### config.mk
export PLATFORM = sky130hd
export DESIGN_NAME = pool_max_seq
export DESIGN_NICKNAME = d
export VERILOG_FILES = /design/src/rtl/pool_max_seq.sv
export SDC_FILE = /design/constraint.sdc
export NUM_CORES = 1
export LEC_CHECK = 0
export ABC_AREA = 1
export BUFFER_PORTS_ARGS = -buffer_cell sky130_fd_sc_hd__buf_2
export CAP_MARGIN = 10
export CORE_ASPECT_RATIO = 0.75
export CORE_MARGIN = 2
export CORE_UTILIZATION = 50
export CTS_CLUSTER_DIAMETER = 30
export DETAILED_ROUTE_END_ITERATION = 16
export PLACE_DENSITY = 0.88
export SKIP_CTS_REPAIR_TIMING = 1
export SLEW_MARGIN = 20
export SYNTH_ARGS = -nofsm -noshare
export SYNTH_HDL_FRONTEND = slang
export SYNTH_SLANG_ARGS = --single-unit
### constraint.sdc
create_clock -name clk -period 5.67 [get_ports clk]
set_input_delay 1.134 -clock clk [delete_from_list [all_inputs] [get_ports clk]]
set_output_delay 1.134 -clock clk [all_outputs]
set_load 0.01 [all_outputs]
### src/rtl/pool_max_seq.sv
// ---------------------------------------------------------------------------
// pool_max_seq
//
// Sequential 3x3 max-pooling engine. After a start request the block walks
// the nine 2x2 windows of a 4x4... (any) conv map in row-major order. Each
// cycle it drives the window select (r_cnt, c_cnt) to an external
// combinational mux (pool_mux_data), takes the signed maximum of the four
// returned values and stores it into its slot of pool_out. When the last
// window (2,2) is stored the result is presented with out_valid and held
// until the consumer accepts it with out_ready. A one-cycle done pulse
// follows acceptance.
//
// Configuration macro: POOL_RELU_EN
//   defined   -> every stored maximum is clamped to 0 when negative (ReLU).
//   undefined -> the signed maximum is stored unchanged.
//   Interface and timing are identical in both builds.
//
// Ports
//   clk        in   1  rising-edge clock
//   rst        in   1  synchronous, active-high reset (priority over all)
//   start      in   1  request one pooling pass; sampled in IDLE only
//   r_cnt      out  2  window row select to pool_mux_data
//   c_cnt      out  2  window column select to pool_mux_data
//   conv0..3   in   8  2x2 window values, signed two's complement
//   pool_out   out 72  pooled map, slot k = r*3+c at bits [k*8 +: 8]
//   out_valid  out  1  result available (held in HOLD)
//   out_ready  in   1  consumer accepts result; ignored while out_valid=0
//   busy       out  1  high in SCAN or HOLD
//   done       out  1  one-cycle pulse after the result handshake
// ---------------------------------------------------------------------------
module pool_max_seq (
  input  logic        clk,
  input  logic        rst,
  input  logic        start,
  output logic [1:0]  r_cnt,
  output logic [1:0]  c_cnt,
  input  logic [7:0]  conv0,
  input  logic [7:0]  conv1,
  input  logic [7:0]  conv2,
  input  logic [7:0]  conv3,
  output logic [71:0] pool_out,
  output logic        out_valid,
  input  logic        out_ready,
  output logic        busy,
  output logic        done
);

  typedef enum logic [1:0] {
    StIdle = 2'd0,
    StScan = 2'd1,
    StHold = 2'd2
  } state_e;

  state_e      r_state;
  logic [1:0]  r_row;
  logic [1:0]  r_col;
  logic [71:0] r_pool;
  logic        r_valid;
  logic        r_done;

  logic signed [7:0] w_c0, w_c1, w_c2, w_c3;
  logic signed [7:0] w_max01, w_max23, w_max;
  logic [7:0]        w_store;
  logic [3:0]        w_slot;
  logic [6:0]        w_base;

  assign w_c0 = $signed(conv0);
  assign w_c1 = $signed(conv1);
  assign w_c2 = $signed(conv2);
  assign w_c3 = $signed(conv3);

  // Two-level signed compare tree; ties pass the common value through.
  always_comb begin
    w_max01 = (w_c0 > w_c1) ? w_c0 : w_c1;
    w_max23 = (w_c2 > w_c3) ? w_c2 : w_c3;
    w_max   = (w_max01 > w_max23) ? w_max01 : w_max23;
`ifdef POOL_RELU_EN
    w_store = w_max[7] ? 8'h00 : w_max;
`else
    w_store = w_max;
`endif
  end

  // Slot index r*3+c (0..8) and its bit offset in pool_out.
  assign w_slot = ({2'b00, r_row} << 1) + {2'b00, r_row} + {2'b00, r_col};
  assign w_base = {w_slot, 3'b000};

  always_ff @(posedge clk) begin
    if (rst) begin
      r_state <= StIdle;
      r_row   <= 2'd0;
      r_col   <= 2'd0;
      r_pool  <= 72'd0;
      r_valid <= 1'b0;
      r_done  <= 1'b0;
    end else begin
      r_done <= 1'b0;
      unique case (r_state)
        StIdle: begin
          if (start) begin
            r_state <= StScan;
            r_row   <= 2'd0;
            r_col   <= 2'd0;
          end
        end
        StScan: begin
          r_pool[w_base +: 8] <= w_store;
          if (r_col == 2'd2) begin
            r_col <= 2'd0;
            if (r_row == 2'd2) begin
              r_row   <= 2'd0;
              r_state <= StHold;
              r_valid <= 1'b1;
            end else begin
              r_row <= r_row + 2'd1;
            end
          end else begin
            r_col <= r_col + 2'd1;
          end
        end
        StHold: begin
          if (out_ready) begin
            r_state <= StIdle;
            r_valid <= 1'b0;
            r_done  <= 1'b1;
          end
        end
        default: begin
          r_state <= StIdle;
          r_row   <= 2'd0;
          r_col   <= 2'd0;
          r_valid <= 1'b0;
        end
      endcase
    end
  end

  assign r_cnt     = r_row;
  assign c_cnt     = r_col;
  assign pool_out  = r_pool;
  assign out_valid = r_valid;
  assign done      = r_done;
  assign busy      = (r_state != StIdle);

endmodule

==> impl_metrics.csv <==
group,metric,value,unit
yosys,yosysSeqAreaShare,35.7,%
floorplan,io-pin-count,115,
detailed_routing,post_drt_via_cell_ratio,5.38,
worst_setup_path,end_kind,"flip-flop",
final_layout,area_delta_synth_final,20.9,%
power,p_int,1.46,mW
clock_tree,cts_max_path_buffers,2,
timing,rsz0062_at_grt,"false",
hold_path,hold_class,"flip-flop to flip-flop",
timing,min_period,4.58,ns
clock_tree,root_buffer,"clkbuf_16",
yosys,syn_avg_cell_area,7.35,um^2
timing,fin_worst_skew,0.00293,ns
detailed_routing,drc,0,
timing,finalSetupTns,0,ns
power,p_seq_share,28.0,%
detailed_routing,finalWirelength,11900,um
power,p_comb_share,51.6,%
yosys,synth-edff-count,0,
yosys,yosys.area.top_type,"dfxtp_1",
global_routing,grtUsageTotal,24.7,%
yosys,synth-main-ff-cell,"dfxtp_1",
clock_tree,htreeDepth,3,
worst_setup_path,crit_fanout,16,
yosys,synth_cell_types,29,
placed_design,dp_hpwl,8740,um
global_routing,grt_pass1_wl,19300,um
final_layout,drive_gt1_share,24.7,%
clock_tree,cts_tree,"yes",
worst_setup_path,crit_type,"input port to flip-flop",
power,total_leakage_power,2.93,nW
clock_tree,cts.sinks,80,
power,finalPower,2.79,mW
yosys,syn-num-nets,679,
yosys,async_flop_share,0,%
yosys,synth_area_leaders,"dfxtp_1, inv_1, a21oi_1",
clock_tree,clkTransAtPathRegs,0.06,ns
timing,holdWs,0.511,ns
power,powerDensity,515,nW/um^2
timing,period_share,80.7,%
yosys,ys_ff_latch,80,
global_routing,grt_pass1_vias,4156,
final_layout,diodes,0,
yosys,synthMostInstantiatedCell,"inv_1",
yosys,netlist_instances,610,
timing,setup_viol,0,
clock_tree,insertion_delay,0.34,ns
timing,finalHoldViolCount,0,
timing,worstMarginPinSlew,0.920,ns
timing,slew_headroom,38.4,%
timing,fmax,219,MHz
placed_design,io_buffers,114,
floorplan,start_util,52.1,%
floorplan,die_area,9750,um^2
detailed_routing,drtAntennaViolNets,0,
detailed_routing,drtIter0Drc,460,
timing,slew_viol_final,0,
yosys,syn_area,4480,um^2
power,p_clk_share,20.4,%
power,p_switching,1.33,mW
worst_setup_path,startpoint_type,"input port",
worst_setup_path,crit_arrival,4.80,ns
final_layout,fin_util,63.0,%
yosys,synth_top_area_share,35.7,%
floorplan,row_count,29,
floorplan,core,8600,um^2
run,cap_viol_max_count,0,
clock_tree,numCtsBuffers,9,
final_layout,nets,782,
global_routing,antenna_found_initial,0,
global_routing,grt_max_degree,46,
floorplan,die_width,113,um
yosys,synth_warnings,0,
run_status,status,"complete, no violations",
placed_design,gp_congestion,0.936,
final_layout,stdcell_count,826,
power,ir_worst_vdd,294,uV
global_routing,grt_overflow,0,
yosys,synthTopCellsByCount,"inv_1, a21oi_1, dfxtp_1",
power,swShare,47.7,%
floorplan,die_y,86.0,um
detailed_routing,drt_first_pass_iters,6,
detailed_routing,wl_per_cell,14.4,um
worst_setup_path,cp.required,5.90,ns
detailed_routing,via_count,4444,
placed_design,dpl.cell_count,810,
[cell type report]
cell class                      count  area [um^2]
Multi-Input combinational cell    363         2280
Tap cell                          108          135
Fill cell                         711         3180
Clock inverter                      5         57.6
Timing Repair Buffer              114          571
Sequential cell                    80         1600
Inverter                          145          544
Clock buffer                       11          233
[worst max-delay path: stages]
cell      delay (ns)
buf_2           0.10
inv_1           0.04
ha_1            0.29
a21oi_1         0.16
nor2_1          0.07
nor2_1          0.14
nand2_1         0.07
nand2_1         0.11
nand3_2         0.23
o21ai_0         0.46
inv_1           0.09
ha_1            0.37
nand2_1         0.11
nor2_1          0.05
a211oi_1        0.43
nand2_2         0.13
nand2_4         0.14
nand3_4         0.16
nand2_2         0.12
nand2_4         0.10
o21ai_0         0.21
inv_1           0.07
[per-stage QoR]
stage,worst slack [ns],area [um^2]
final,1.09,5420
after global placement,1.02,5110
after CTS,1.17,5400
after global routing,0.799,5420
after floorplan,1.45,4480
after detailed placement,0.841,5110
[power by group through the flow]
stage / sequential [mW] / clock [mW] / combinational [mW]
final: 0.781 / 0.569 / 1.44
after global routing: 0.795 / 0.596 / 1.59
after CTS: 0.779 / 0.569 / 1.39
after detailed placement: 0.789 / 0 / 1.38
after global placement: 0.786 / 0 / 1.31
after floorplan: 0.836 / 0 / 0.935
[layout by cell type (no fill, tap or decap), types with 9 or more instances in the layout]
cell type,synthesis,final
a21oi_1,91,91
buf_2,2,114
clkbuf_16,0,9
dfxtp_1,80,80
ha_1,31,31
inv_1,144,144
nand2_1,44,44
nand2_2,12,12
nand2_4,9,9
nand3_2,17,17
nand4_1,18,18
nor2_1,30,30
o21ai_0,77,77
[cells by family (layout without fill, tap and decap cells)]
family | count (synthesis) | count (layout) | synth area share, %
xor+xnor | 1 | 1 | 0.195
simple gates | 146 | 146 | 19.6
buf+inv | 167 | 275 | 14.1
fa+ha+maj | 33 | 33 | 9.54
flops | 80 | 80 | 35.7
compound gates | 183 | 183 | 20.8
[path summary, 6_finish.rpt]
check	start	to	slack [ns]	depth (start not counted)
max reg2reg	r_cnt[0]	pool_out[34]	1.94	10
min	c_cnt[1]	c_cnt[1]	0.51	1
min reg2reg	c_cnt[1]	c_cnt[1]	0.51	1
max	conv3[5]	pool_out[7]	1.09	22
[per-layer routing]
metal | global-route usage (%) | vias up | part of all wire [%]
li1 | - | 2167 | -
met1 | 31.1 | 2052 | 44
met2 | 40.8 | 196 | 47
met3 | 6.86 | 29 | 7.1
met4 | 8.87 | 0 | 2.4
met5 | 0 | - | 0
[sequential cells by signal (all words and copies together) (netlist names)]
name,cells
c_cnt,2
done,1
out_valid,1
pool_out,72
r_cnt,2
r_state,2
No activity file was read; power rests on OpenSTA's default activity.
